$ cat config.mk
export PLATFORM = sky130hd
export DESIGN_NAME = param_acc_cpu
export DESIGN_NICKNAME = d
export VERILOG_FILES = /design/src/rtl/param_acc_cpu_pkg.sv /design/src/rtl/param_acc_cpu_alu.sv /design/src/rtl/param_acc_cpu.sv
export SDC_FILE = /design/constraint.sdc
export NUM_CORES = 1
export LEC_CHECK = 0
export ABC_AREA = 0
export ABC_CLOCK_PERIOD_IN_PS = 5500
export CORE_AREA = 2 2 175 126
export CTS_CLUSTER_SIZE = 8
export DETAILED_ROUTE_END_ITERATION = 7
export DIE_AREA = 0 0 177 128
export PLACE_DENSITY = 0.62
export SYNTH_ARGS = -nofsm -noshare
export SYNTH_HDL_FRONTEND = slang
export SYNTH_SLANG_ARGS = --single-unit
$ cat constraint.sdc
create_clock -name clk -period 5.5 [get_ports clk]
set_clock_uncertainty 0.05 [all_clocks]
set_input_delay 0.825 -clock clk [delete_from_list [all_inputs] [get_ports clk]]
set_output_delay 0.825 -clock clk [all_outputs]
set_load 0.01 [all_outputs]
$ cat src/rtl/param_acc_cpu_pkg.sv
// Shared opcode and FSM state encodings for the param_acc_cpu accumulator core.
package param_acc_cpu_pkg;

    typedef enum logic [3:0] {
        OP_NOP  = 4'h0,
        OP_ADD  = 4'h1,
        OP_SUB  = 4'h2,
        OP_AND  = 4'h3,
        OP_OR   = 4'h4,
        OP_XOR  = 4'h5,
        OP_MOVA = 4'h6,
        OP_MOVR = 4'h7,
        OP_LDI  = 4'h8,
        OP_SHL  = 4'h9,
        OP_SHR  = 4'hA,
        OP_MUL  = 4'hC,
        OP_HALT = 4'hF
    } opcodeT;

    typedef enum logic [1:0] {
        ST_FETCH = 2'd0,
        ST_EXEC  = 2'd1,
        ST_IMM   = 2'd2,
        ST_HALT  = 2'd3
    } stateT;

endpackage

$ cat src/rtl/param_acc_cpu_alu.sv
// Combinational ALU for the accumulator core; flags pass through when acc is not written.
// Optional multiply is enabled by defining PARAM_ACC_CPU_MUL_EN.
module acc_alu
    import param_acc_cpu_pkg::*;
#(
    parameter int DATA_W = 8
) (
    input  logic [3:0]        op,
    input  logic [DATA_W-1:0] a,
    input  logic [DATA_W-1:0] b,
    input  logic              carryIn,
    input  logic              zeroIn,
    output logic [DATA_W-1:0] result,
    output logic              carryOut,
    output logic              zeroOut
);

    logic [DATA_W:0] wide;
    logic            accWrite;
`ifdef PARAM_ACC_CPU_MUL_EN
    logic [2*DATA_W-1:0] prod;
`endif

    always_comb begin
        result   = a;
        carryOut = carryIn;
        zeroOut  = zeroIn;
        accWrite = 1'b0;
        wide     = '0;
`ifdef PARAM_ACC_CPU_MUL_EN
        prod     = '0;
`endif
        case (op)
            OP_ADD: begin
                wide     = {1'b0, a} + {1'b0, b};
                result   = wide[DATA_W-1:0];
                carryOut = wide[DATA_W];
                accWrite = 1'b1;
            end
            // Bit DATA_W of the extended difference is the borrow.
            OP_SUB: begin
                wide     = {1'b0, a} - {1'b0, b};
                result   = wide[DATA_W-1:0];
                carryOut = wide[DATA_W];
                accWrite = 1'b1;
            end
            OP_AND: begin
                result   = a & b;
                accWrite = 1'b1;
            end
            OP_OR: begin
                result   = a | b;
                accWrite = 1'b1;
            end
            OP_XOR: begin
                result   = a ^ b;
                accWrite = 1'b1;
            end
            OP_MOVR, OP_LDI: begin
                result   = b;
                accWrite = 1'b1;
            end
            OP_SHL: begin
                result   = {a[DATA_W-2:0], 1'b0};
                carryOut = a[DATA_W-1];
                accWrite = 1'b1;
            end
            OP_SHR: begin
                result   = {1'b0, a[DATA_W-1:1]};
                carryOut = a[0];
                accWrite = 1'b1;
            end
`ifdef PARAM_ACC_CPU_MUL_EN
            OP_MUL: begin
                prod     = {{DATA_W{1'b0}}, a} * {{DATA_W{1'b0}}, b};
                result   = prod[DATA_W-1:0];
                carryOut = |prod[2*DATA_W-1:DATA_W];
                accWrite = 1'b1;
            end
`endif
            default: ;
        endcase
        if (accWrite) zeroOut = (result == '0);
    end

endmodule

$ cat src/rtl/param_acc_cpu.sv
// Byte-fed accumulator core: FSM, instruction register and register file around acc_alu.
// Build option: define PARAM_ACC_CPU_MUL_EN to turn opcode 0xC into MUL.
//
// state    | meaning
// ST_FETCH | waiting for an instruction byte
// ST_EXEC  | executing the captured instruction (one cycle)
// ST_IMM   | waiting for the LDI immediate byte
// ST_HALT  | stopped until reset
module param_acc_cpu
    import param_acc_cpu_pkg::*;
#(
    parameter int DATA_W = 8,
    parameter int NREGS  = 16
) (
    input  logic              clk,
    input  logic              reset,
    input  logic [7:0]        instr,
    input  logic              instr_valid,
    output logic              instr_ready,
    output logic [DATA_W-1:0] acc_out,
    output logic              carry,
    output logic              zero,
    output logic              halted
);

    localparam int IDX_W = (NREGS > 1) ? $clog2(NREGS) : 1;

    stateT             state, nextState;
    logic [7:0]        ir;
    logic [DATA_W-1:0] acc;
    logic [DATA_W-1:0] regFile [NREGS];
    logic [IDX_W-1:0]  regIdx;
    logic              xfer;
    logic              accUpdate;
    logic [3:0]        aluOp;
    logic [DATA_W-1:0] aluB;
    logic [DATA_W-1:0] aluResult;
    logic              aluCarry;
    logic              aluZero;

    assign instr_ready = !reset && ((state == ST_FETCH) || (state == ST_IMM));
    assign xfer        = instr_valid && instr_ready;
    assign regIdx      = ir[IDX_W-1:0];
    assign acc_out     = acc;
    assign halted      = (state == ST_HALT);

    // LDI reuses the ALU move path with the immediate byte as operand.
    assign aluOp     = (state == ST_IMM) ? OP_LDI : ir[7:4];
    assign aluB      = (state == ST_IMM) ? DATA_W'(instr) : regFile[regIdx];
    assign accUpdate = (state == ST_EXEC) || ((state == ST_IMM) && xfer);

    acc_alu #(.DATA_W(DATA_W)) uAlu (
        .op       (aluOp),
        .a        (acc),
        .b        (aluB),
        .carryIn  (carry),
        .zeroIn   (zero),
        .result   (aluResult),
        .carryOut (aluCarry),
        .zeroOut  (aluZero)
    );

    always_ff @(posedge clk) begin
        if (reset) state <= ST_FETCH;
        else       state <= nextState;
    end

    always_comb begin
        nextState = state;
        case (state)
            ST_FETCH: begin
                if (xfer) begin
                    if (instr[7:4] == OP_LDI)       nextState = ST_IMM;
                    else if (instr[7:4] == OP_HALT) nextState = ST_HALT;
                    else                            nextState = ST_EXEC;
                end
            end
            ST_EXEC:  nextState = ST_FETCH;
            ST_IMM:   if (xfer) nextState = ST_FETCH;
            ST_HALT:  nextState = ST_HALT;
            default:  nextState = ST_FETCH;
        endcase
    end

    always_ff @(posedge clk) begin
        if (reset) begin
            acc   <= '0;
            carry <= 1'b0;
            zero  <= 1'b0;
            ir    <= '0;
            for (int i = 0; i < NREGS; i++) regFile[i] <= '0;
        end else begin
            if ((state == ST_FETCH) && xfer) ir <= instr;
            if (accUpdate) begin
                acc   <= aluResult;
                carry <= aluCarry;
                zero  <= aluZero;
            end
            if ((state == ST_EXEC) && (ir[7:4] == OP_MOVA)) regFile[regIdx] <= acc;
        end
    end

endmodule

==> results.json, run 1 <==
{
  "fin_util_pct": 44.2,
  "avgSynthCellArea_um2": 11.6,
  "syn-cell-area_um2": 8260,
  "synthXorXnorAreaFrac_pct": 0.318,
  "async_flop_share_pct": 0,
  "drive_above_1_share_pct": 14.3,
  "core_um2": 21100,
  "gp_congestion": 0.896,
  "synth_fa_ha_area_share_pct": 4.27,
  "overflow": 0,
  "route.met2.wl_um": 10200,
  "first_pass_iters": 5,
  "cts_resized": 0,
  "pwr-share-clk_pct": 40.0,
  "synth_cell_type_count": 78,
  "path_clk_slew_ns": 0.07,
  "drv_slew": 0,
  "r2r_slack_ns": 1.04,
  "clk_latency_ns": 0.43,
  "worstHoldPathCells": 2,
  "critPathRequiredTime_ns": 5.79,
  "yosys-top-cells-area": "edfxtp_1, mux4_2, nor3_1, dfxtp_1, ha_1",
  "crit_path_cell_trace": "mux4_1 > o21ai_0 > mux2_2 > nor2_1 > a21oi_1 > inv_1 > fa_1 > o311a_1 > o31a_1 > mux2i_1 > nor4_2 > nand4_1 > o31ai_2",
  "synthSimpleGateAreaFrac_pct": 16.3,
  "grt_usage_pct": 21.6,
  "power.share.switching_pct": 27.9,
  "fin_crit_ns": 4.46,
  "synth-seq-cells": 152,
  "synthCells": 714,
  "top_layer": "met4",
  "fp-row-count": 45,
  "die_w_um": 177,
  "critPathMaxFanout": 17,
  "synth_compound_area_share_pct": 11.0,
  "hold_path_class": "reg -> reg",
  "cp_slowest_cell": "dfxtp_1",
  "n_fill_cell": 1963,
  "period_share_pct": 81.2,
  "status": "completed",
  "internal_power_mw": 2.19,
  "wl_met3_um": 2240,
  "ys_seq_area_share_pct": 52.4,
  "critPathMaxStageDelay_ns": 0.86,
  "drc_errors": 0,
  "worstSetupEndpointType": "register",
  "synth_top_family_by_area": "simple AND/OR/NAND/NOR gates",
  "cts_buffer_depth": 2,
  "cp-start-kind": "register",
  "combPwrFrac_pct": 16.1,
  "area_delta_synth_final_pct": 13.0,
  "dp_hpwl_um": 16100,
  "cts_tree": "built",
  "tns_ns": 0,
  "vdd_ir_drop_max_v": 0.000187,
  "syn_nets": 752,
  "worst_pin_slew_ns": 1.09,
  "synth_flop_cell": "edfxtp_1",
  "cp.arrival_ns": 4.76,
  "portBuffers": 22,
  "yosysTopAreaCell": "edfxtp_1",
  "hold_violations": 0,
  "slew_headroom_pct": 26.6,
  "wirelength_um": 23600,
  "endpoint": "zero",
  "holdWs_ns": 0.410,
  "yosysTopAreaCellShare_pct": 46.5,
  "nNetsFinal": 753,
  "report.final.setup_viol": 0,
  "synth_edf_count": 128,
  "initial_core_util_pct": 39.1,
  "leakagePower_nw": 3.09,
  "yosysWarnings": 0,
  "synthMuxAreaShare_pct": 10.4,
  "synth.most_common_cell": "edfxtp_1",
  "cts_setup_buffers": 0,
  "wl_per_cell_um": 23.3,
  "placed_cells": 978,
  "powerDensity_nw_per_um2": 326,
  "htree_levels": 4,
  "r2r_cells": 13,
  "r2r_end": "zero",
  "die_height_um": 128,
  "grt_pass1_wl_um": 36400,
  "cts.sinks": 152,
  "antenna_left": 0,
  "rsz0062_at_grt": "false",
  "cts_hold_buf": 0,
  "num_vias": 6142,
  "grt_max_degree": 41,
  "drtIter0Drc": 750,
  "diodes": 0,
  "yosys-top-cells-count": "edfxtp_1, nor3_1, clkbuf_1",
  "wirelength_met1_um": 10900,
  "grt_pass1_vias": 5944,
  "max_freq_mhz": 224,
  "ios": 23,
  "routed_via_density": 6.08,
  "seqPwrFrac_pct": 43.8,
  "die_area_um2": 22700,
  "p_sw_mw": 0.848,
  "cts_root_buf": "clkbuf_16",
  "path_class": "reg -> reg",
  "antenna_found_initial": 0,
  "cts_made_buffers": 17,
  "stdcell_count": 1010,
  "maxCapViolCount": 0
}
==> power by group through the flow <==
stage	Combinational, mW	Clock [mW]	Sequential, mW
finish	0.491	1.22	1.33
global route	0.530	1.27	1.34
CTS	0.482	1.22	1.33
detailed placement	0.478	0	1.36
global placement	0.473	0	1.35
floorplan	0.350	0	1.33
==> cell type report <==
cell class | count | area, um2 | share of cell area (%)
sequential | 152 | 4330 | 46.4
clock inverter | 14 | 171 | 1.84
clock buffer | 18 | 429 | 4.60
tap | 282 | 353 | 3.78
multi-input combinational | 462 | 3500 | 37.5
timing repair buffer | 51 | 438 | 4.69
inverter | 31 | 116 | 1.25
==> layout by cell type, fill, tap and decap left out, types with 5 or more instances in the layout <==
master / n
mux4_2: 24
ha_1: 25
mux2i_1: 24
nand2b_1: 9
inv_1: 19
or3_1: 6
clkinv_1: 9
clkdlybuf4s50_1: 22
nand4_1: 5
clkbuf_16: 17
o21ai_1: 17
and2_1: 9
buf_4: 29
nor4_1: 33
a221oi_1: 5
a22oi_1: 11
o31ai_1: 6
nor3_1: 104
o21ai_0: 13
dfxtp_1: 23
nor2_1: 17
nand2_1: 47
edfxtp_1: 128
a21oi_1: 19
a211oi_1: 9
==> logic make-up after synthesis <==
family | after synthesis
compound gates | 126
xor+xnor | 3
fa+ha+maj | 27
buf+inv | 100
flops | 152
mux | 52
simple gates | 254
==> through the flow <==
| step | power, mW | setup slack [ns] | instance area (um2) |
|---|---|---|---|
| global placement | 1.83 | 1.24 | 8730 |
| CTS | 3.04 | 1.07 | 9330 |
| floorplan | 1.68 | 1.78 | 8260 |
| global route | 3.14 | 0.787 | 9330 |
| detailed placement | 1.83 | 1.12 | 8730 |
| finish | 3.04 | 1.04 | 9330 |
==> layer usage <==
metal	vias to the layer above	track usage (%)
li1	2767	-
met1	3065	33.3
met2	290	30.8
met3	20	4.33
met4	0	5.69
met5	-	0
==> worst min path at each step <==
stage | from | end | slack [ns]
floorplan | carry | carry | 0.43
global placement | carry | carry | 0.40
detailed placement | carry | carry | 0.40
CTS | carry | carry | 0.41
global route | carry | carry | 0.44
finish | carry | carry | 0.41
==> sequential cells by signal (all words and copies together), names as in the netlist, named ones only <==
signal and flops:
regFile 128, acc_out 8, zero 1, ir 8, carry 1, state 2
==> critical path, delay by kind of cell, from the launching register on <==
family	cells	cell delay [ns]
compound gates	5	1.31
fa+ha+maj	1	0.46
buf+inv	1	0.16
flops	1	0.86
mux	3	0.97
simple gates	3	0.57
(Power assumes the default switching activity.)
==> inputs of run 2 (changes only) <==
- ABC_CLOCK_PERIOD_IN_PS: 5500 -> 4600
- clock period: 5.5 -> 4.6 ns (I/O delays scaled with it)
==> run 2 against run 1 <==
  * First-iteration DRC count is 4.7% higher
  * Clock-buffer cell count stayed put
  * Die area stayed put
  * Clock power is 20% higher
  * Largest power group unchanged
==> results.json, run 2 (synthesized netlist as in run 1, its figures left out) <==
{
  "dp_hpwl_um": 16500,
  "grt_usage_pct": 21.5,
  "ios": 23,
  "grt.busiest_layer": "met1",
  "hold_path_class": "reg -> reg",
  "grt_max_degree": 37,
  "cts_hold_buf": 0,
  "final_common_cell": "edfxtp_1",
  "cp.arrival_ns": 4.47,
  "nNetsFinal": 764,
  "die_area_um2": 22700,
  "antenna_left": 0,
  "cts_tree": "built",
  "grtUsageMet1_pct": 32.0,
  "grt_use_met3_pct": 6.17,
  "r2r_slack_ns": 0.43,
  "use_met2_pct": 30.8,
  "fin_crit_ns": 4.17,
  "worstSetupEndpointType": "register",
  "worst_slack_ns": 0.425,
  "place_area_um2": 8810,
  "num_vias": 6157,
  "place_ws_ns": 0.245,
  "cts_buffer_depth": 2,
  "r2r_end": "zero",
  "gp_congestion": 0.939,
  "drive_above_1_share_pct": 15.4,
  "top_register": "regFile",
  "fp-row-count": 45,
  "routed_via_density": 6.04,
  "grt_pass1_vias": 5947,
  "drc_errors": 0,
  "worst_pin_slew_ns": 1.10,
  "diodes": 0,
  "most-common-layout-cells": "edfxtp_1, nor3_1, nand2_1",
  "drv_slew": 0,
  "clk_latency_ns": 0.43,
  "antenna_found_initial": 0,
  "period_share_pct": 90.8,
  "endpoint": "zero",
  "cts_root_buf": "clkbuf_16",
  "area_delta_synth_final_pct": 14.1,
  "cts.sinks": 152,
  "slew_headroom_pct": 26.1,
  "die_w_um": 177,
  "cp-start-kind": "register",
  "cts_made_buffers": 17,
  "fin_util_pct": 44.6,
  "core_um2": 21100,
  "htree_levels": 4,
  "vdd_ir_drop_max_v": 0.000203,
  "stdcell_area_um2": 9420,
  "leakagePower_nw": 3.14,
  "report.final.setup_viol": 0,
  "maxCapViolCount": 0,
  "hold_violations": 0,
  "max_freq_mhz": 240,
  "r2r_cells": 13,
  "largest_reg_flops": 128,
  "drtIter0Drc": 785,
  "wl_per_cell_um": 23.1,
  "wirelength_um": 23500,
  "status": "completed",
  "path_class": "reg -> reg",
  "tns_ns": 0,
  "overflow": 0,
  "first_pass_iters": 8,
  "critPathMaxFanout": 10,
  "initial_core_util_pct": 39.1,
  "powerDensity_nw_per_um2": 389,
  "path_clk_slew_ns": 0.06,
  "portBuffers": 22,
  "die_height_um": 128,
  "grt_pass1_wl_um": 36100,
  "critPathRequiredTime_ns": 4.90,
  "rsz0062_at_grt": "false"
}
-- run 2: cell count changes in the layout (fill, tap and decap cells not counted) --
cell,change
bufinv_16,+1
buf_4,+11
dfxtp_2,+1
clkinv_4,-1
clkinv_1,+1
dfxtp_1,-1
inv_6,-2
-- run 2: worst max-delay path: stages (launching register included) --
cell      delay [ns]
dfxtp_1         0.60
mux4_2          0.38
o211ai_1        0.33
o21ai_1         0.18
a21oi_1         0.22
inv_1           0.08
ha_1            0.22
fa_1            0.48
o311a_1         0.40
o31a_1          0.28
mux2i_1         0.14
nor4_2          0.31
nand4_1         0.20
o31ai_2         0.21
-- run 2: worst min-delay path by stage --
| stage | startpoint | endpoint | slack, ns | cells past startpoint |
|---|---|---|---|---|
| floorplan | carry | carry | 0.43 | 2 |
| detailed placement | carry | carry | 0.41 | 2 |
| finish | carry | carry | 0.41 | 2 |
| global route | carry | carry | 0.44 | 2 |
| CTS | carry | carry | 0.42 | 2 |
| global placement | carry | carry | 0.39 | 2 |
-- run 2: cell type report --
type / count / area [um2]
fill: 1931 / 11700
clock inverter: 13 / 179
tap: 282 / 353
clock buffer: 18 / 429
multi-input combinational: 462 / 3500
timing repair buffer: 62 / 520
inverter: 31 / 116
sequential: 152 / 4330
-- run 2: metal layers --
| layer | part of all wire, % | vias up |
|---|---|---|
| met4 | 1.3 | 0 |
| li1 | - | 2780 |
| met2 | 43 | 339 |
| met1 | 45 | 3012 |
| met3 | 10 | 26 |
| met5 | 0 | - |
-- run 2: repair_timing --
item | 4_1_cts | 5_1_grt
setup buffers | 0 | 0
setup endpoints to repair | 0 | 1
gates resized for setup | 0 | 1
-- run 2: metrics by stage --
step | power (mW) | hold WS (ns) | std cells
2_1_floorplan | 2.01 | 0.431 | 714
3_3_place_gp | 2.19 | 0.395 | 989
3_5_place_dp | 2.20 | 0.407 | 989
4_1_cts | 3.66 | 0.416 | 1020
5_1_grt | 3.78 | 0.436 | 1020
6_report | 3.66 | 0.415 | 1020
-- run 2: power by group --
group,switching (mW),internal [mW]
sequential,0.0494,1.54
combinational,0.367,0.230
clock,0.570,0.902
==> RTL change 1: new RTL, flow settings as in run 2 <==
`DATA_W` is set to 8 in 2 places; all go to 10.
--- a/src/rtl/param_acc_cpu_alu.sv
+++ b/src/rtl/param_acc_cpu_alu.sv
@@ -3,7 +3,7 @@
 module acc_alu
     import param_acc_cpu_pkg::*;
 #(
-    parameter int DATA_W = 8
+    parameter int DATA_W = 10
 ) (
     input  logic [3:0]        op,
     input  logic [DATA_W-1:0] a,
--- a/src/rtl/param_acc_cpu.sv
+++ b/src/rtl/param_acc_cpu.sv
@@ -9,7 +9,7 @@
 module param_acc_cpu
     import param_acc_cpu_pkg::*;
 #(
-    parameter int DATA_W = 8,
+    parameter int DATA_W = 10,
     parameter int NREGS  = 16
 ) (
     input  logic              clk,
Interface: changed (resized acc_out); port bits go from 23 to 25. No check against the original RTL was run, so the function may have changed too.
==> RTL change 1 against run 2 <==
- routed wire length up 33%
- design area rose by 21%
- combinational power rose by 26%
- sequential share of layout area up 0.70 points
- worst setup slack worse by 0.24 ns
- synthesized cell count rose by 23%
- clock power is essentially flat
- total power increased by 13%
- sequential cell count rose by 34
- count of clock-buffer cells in the layout is 1 lower
- synthesized area is 21% higher
- critical path type unchanged
- critical endpoint unchanged
- highest routed layer unchanged
==> RTL change 1: results (changes against run 2) <==
Synth cell types: 67 (-14%)
NonClk Buf Share: 6.73% (+1.2 points)
Mux cell area share after synthesis: 10.2% (-0.17 points)
Met3 Routed Length: 4100 um (+74%)
#FFs+latches synth: 186 (+22%)
GR Util met3: 9.93% (+3.8 points)
WL per Instance: 26.2 um (+13%)
Post-synthesis compound-gate area fraction: 10.5% (-0.54 points)
Met1 WL: 13900 um (+30%)
Worst path max stage delay: 0.44 ns (-0.16 ns)
Tot GR Track Use: 28.2% (+6.7 points)
ANT cells: 1 (+1)
Initial drt markers: 1190 (+52%)
Routability cong.: 0.923 (-1.6%)
Adder-Cell Fraction of Synth Area: 4.40% (+0.12 points)
Status: completed
Vias: 7837 (+27%)
Met1 GRT Util: 42.6% (+11 points)
Seq area share: 46.6% (+0.70 points)
Reg-to-reg setup timing slack: 0.19 ns (-0.24 ns)
Synth top cells by count: 160 x edfxtp_1, 137 x nor3_1, 66 x clkbuf_1
Drt first pass iters: 5 (-3)
Grt met2 use: 38.7% (+7.9 points)
Post-Synth XOR/XNOR Area: 0.175% (-0.14 points)
Synth Net Count: 922 (+23%)
Largest net degree at the start of global routing: 45 (+22%)
Max reg flops: 160 (+25%)
#MultiIn Comb: 578 (+25%)
Relative slew slack: 38.7% (+13 points)
==> RTL change 1: cell types whose count changed in the layout (fill, tap and decap cells not counted), sizes merged, moves of 12 or more <==
| cell | run 2 | this run |
|---|---|---|
| nor2 | 17 | 42 |
| nand2 | 47 | 59 |
| nor3 | 104 | 137 |
| buf | 40 | 65 |
| edfxtp | 128 | 160 |
==> RTL change 1: metrics by stage <==
stage               total power [mW]  instances  area (sq um)  worst slack (ns)  utilization, %
finish                          4.15       1198         11400             0.187            54.2
global route                    4.28       1197         11400            0.0254            54.1
CTS                             4.12       1195         11400            0.0702            53.8
detailed placement              2.67       1163         10800             0.158            51.0
global placement                2.66       1163         10800             0.200            51.0
floorplan                       2.40        877         10000             0.618               -
==> RTL change 1: report_power, final <==
group,leakage (nW),total [mW],switching [mW],internal (mW)
Sequential,1.87,1.93,0.0481,1.88
Clock,0.277,1.47,0.703,0.768
Combinational,1.69,0.751,0.476,0.275
Total,3.84,4.15,1.23,2.93
==> RTL change 2: new RTL, settings of run 2 <==
Made on the original files. Remove the case item `OP_SUB` of the case on `op`.
--- a/src/rtl/param_acc_cpu_alu.sv
+++ b/src/rtl/param_acc_cpu_alu.sv
@@ -38,12 +38,6 @@
                 accWrite = 1'b1;
             end
             // Bit DATA_W of the extended difference is the borrow.
-            OP_SUB: begin
-                wide     = {1'b0, a} - {1'b0, b};
-                result   = wide[DATA_W-1:0];
-                carryOut = wide[DATA_W];
-                accWrite = 1'b1;
-            end
             OP_AND: begin
                 result   = a & b;
                 accWrite = 1'b1;
Check against the original RTL: not equivalent (Yosys sat finds a counterexample within 4 cycles, from zero or initial values and one cycle with reset high).
==> RTL change 2 against run 2 <==
- design area is 3.2% lower
- sequential cell count stayed put
- final cell count is 2.6% lower
- hold slack better by 0.0065 ns
- worst setup slack worse by 0.038 ns
- routed wire length is 0.38% lower
- core utilization is 1.4 points lower
- highest routed layer unchanged
- critical endpoint unchanged
- synthesized area is 3.6% lower
- total power is 6.0% lower
- first-iteration DRC count is 3.3% higher
==> RTL change 2: results (changes against run 2) <==
Status: completed
Vias: 6087 (-1.1%)
Synth top cells by count: 128 x edfxtp_1, 102 x nor3_1, 40 x clkbuf_1
Post-DP HPWL: 16000 um (-2.5%)
Final #Nets: 727 (-4.8%)
Clk_lat worst skew: 0.44 ns
Highest routed layer: met4
HP Class: flop to flop
Clk buf depth: 2 (unchanged)
Vias in the first global route: 5942 (-0.084%)
Layout cells sized above 1: 15.2% (-0.26 points)
Initial antenna violation count: 0 (unchanged)
Global-route wire length before repair: 36400 um (+0.59%)
Met2 routed WL: 10300 um (+1.1%)
Placed cell area: 0.00854 sq mm (-3.0%)
Largest Register: regFile
Port-buffer cells: 22 (unchanged)
CP max FO: 13 (+3)
H-tree levels: 4 (unchanged)
Ys async rst share: 0% (unchanged)
Top cells by area, synth: edfxtp_1 48%, nor3_1 6.4%, dfxtp_1 6.0%, mux4_2 5.9%, mux2i_1 3.4%
Number of synthesized flops with an enable pin: 128 (unchanged)
GR Util met3: 6.82% (+0.65 points)
Tot GR Track Use: 21.7% (+0.16 points)
Count of warnings emitted by yosys: 0 (unchanged)
Synth cell types: 74 (-5.1%)
Syn avg cell area: 11.7 sq um (+1.0%)
Drt first pass iters: 5 (-3)
Placed Cells: 961 (-2.8%)
Max rail drop VDD: 0.261 mV (+29%)
WL per Instance: 23.6 um (+2.3%)
Grt met2 use: 30.7% (-0.069 points)
Routed WL: 23400 um (-0.38%)
Crit path DAT: 4.48 ns (about the same)
Largest net degree at the start of global routing: 40 (+8.1%)
ANT cells: 0 (unchanged)
Register area share after synthesis: 54.3% (+2.0 points)
Initial drt markers: 811 (+3.3%)
Met3 Routed Length: 2270 um (-3.6%)
Met1 WL: 10500 um (-1.3%)
Worst-margin pin slew: 1.18 ns (+0.0851 ns)
CTS resizes: 0 (unchanged)
Clock slew seen by the registers of the worst setup and hold paths: 0.07 ns
Setup repair bufs after CTS: 0 (unchanged)
Routability cong.: 0.900 (-4.2%)
Top_reg_cell synth: edfxtp_1
Synth Net Count: 710 (-5.6%)
Num CTS Buffers: 17 (unchanged)
Clk root buf: clkbuf_16
FILL cells: 1958 (+1.4%)
Max reg flops: 128 (unchanged)
P_leak: 3.02 nW (-3.9%)
Met1 GRT Util: 31.8% (-0.24 points)
==> RTL change 2: final timing paths <==
kind         cells after the start  start    end  slack (ns)
max                             15   flop   zero        0.39
min                              2  carry  carry        0.42
max reg2reg                     15   flop   zero        0.39
min reg2reg                      2  carry  carry        0.42
==> RTL change 2: critical path: stages, from the launching register on <==
cell and delay, ns:
dfxtp_1 0.77, buf_4 0.33, nor3b_1 0.37, a22oi_1 0.15, o21ai_0 0.15, o31a_1 0.19, inv_1 0.05, ha_1 0.23
fa_1 0.45, a211oi_1 0.33, nor3_1 0.11, xnor2_1 0.14, or3_1 0.31, o2111ai_1 0.15, nor4_2 0.10, a31o_1 0.22
==> RTL change 2: report_power, final <==
group / switching [mW] / internal (mW) / total (mW)
combinational: 0.295 / 0.188 / 0.483
sequential: 0.0526 / 1.54 / 1.59
clock: 0.646 / 0.720 / 1.37
total: 0.994 / 2.45 / 3.44
==> RTL change 2: stage by stage <==
stage	setup slack, ns	hold slack, ns
after global routing	0.134	0.482
after CTS	0.308	0.432
after floorplan	1.07	0.431
final	0.387	0.421
after global placement	0.409	0.414
after detailed placement	0.332	0.423
==> RTL change 2: cell families (layout without fill, tap and decap cells) <==
family	count (synthesis)	count (layout)	share of synthesized area (%)
and+or+nand+nor	253	253	17.2
xor gates and xnor gates	5	5	0.550
buffers and inverters	92	122	5.11
adders and majority gates	18	18	2.92
AOI/OAI and AO/OA	111	111	10.0
DFF	152	152	54.3
muxes	50	50	9.81
==> RTL change 2: area by class of cell <==
type | count | area (sq um) | area share (%)
Clock inverter | 14 | 136 | 1.50
Multi-Input combinational cell | 437 | 3240 | 35.5
Tap cell | 282 | 353 | 3.87
Sequential cell | 152 | 4330 | 47.4
Clock buffer | 18 | 429 | 4.71
Timing Repair Buffer | 65 | 543 | 5.95
Inverter | 25 | 93.8 | 1.03
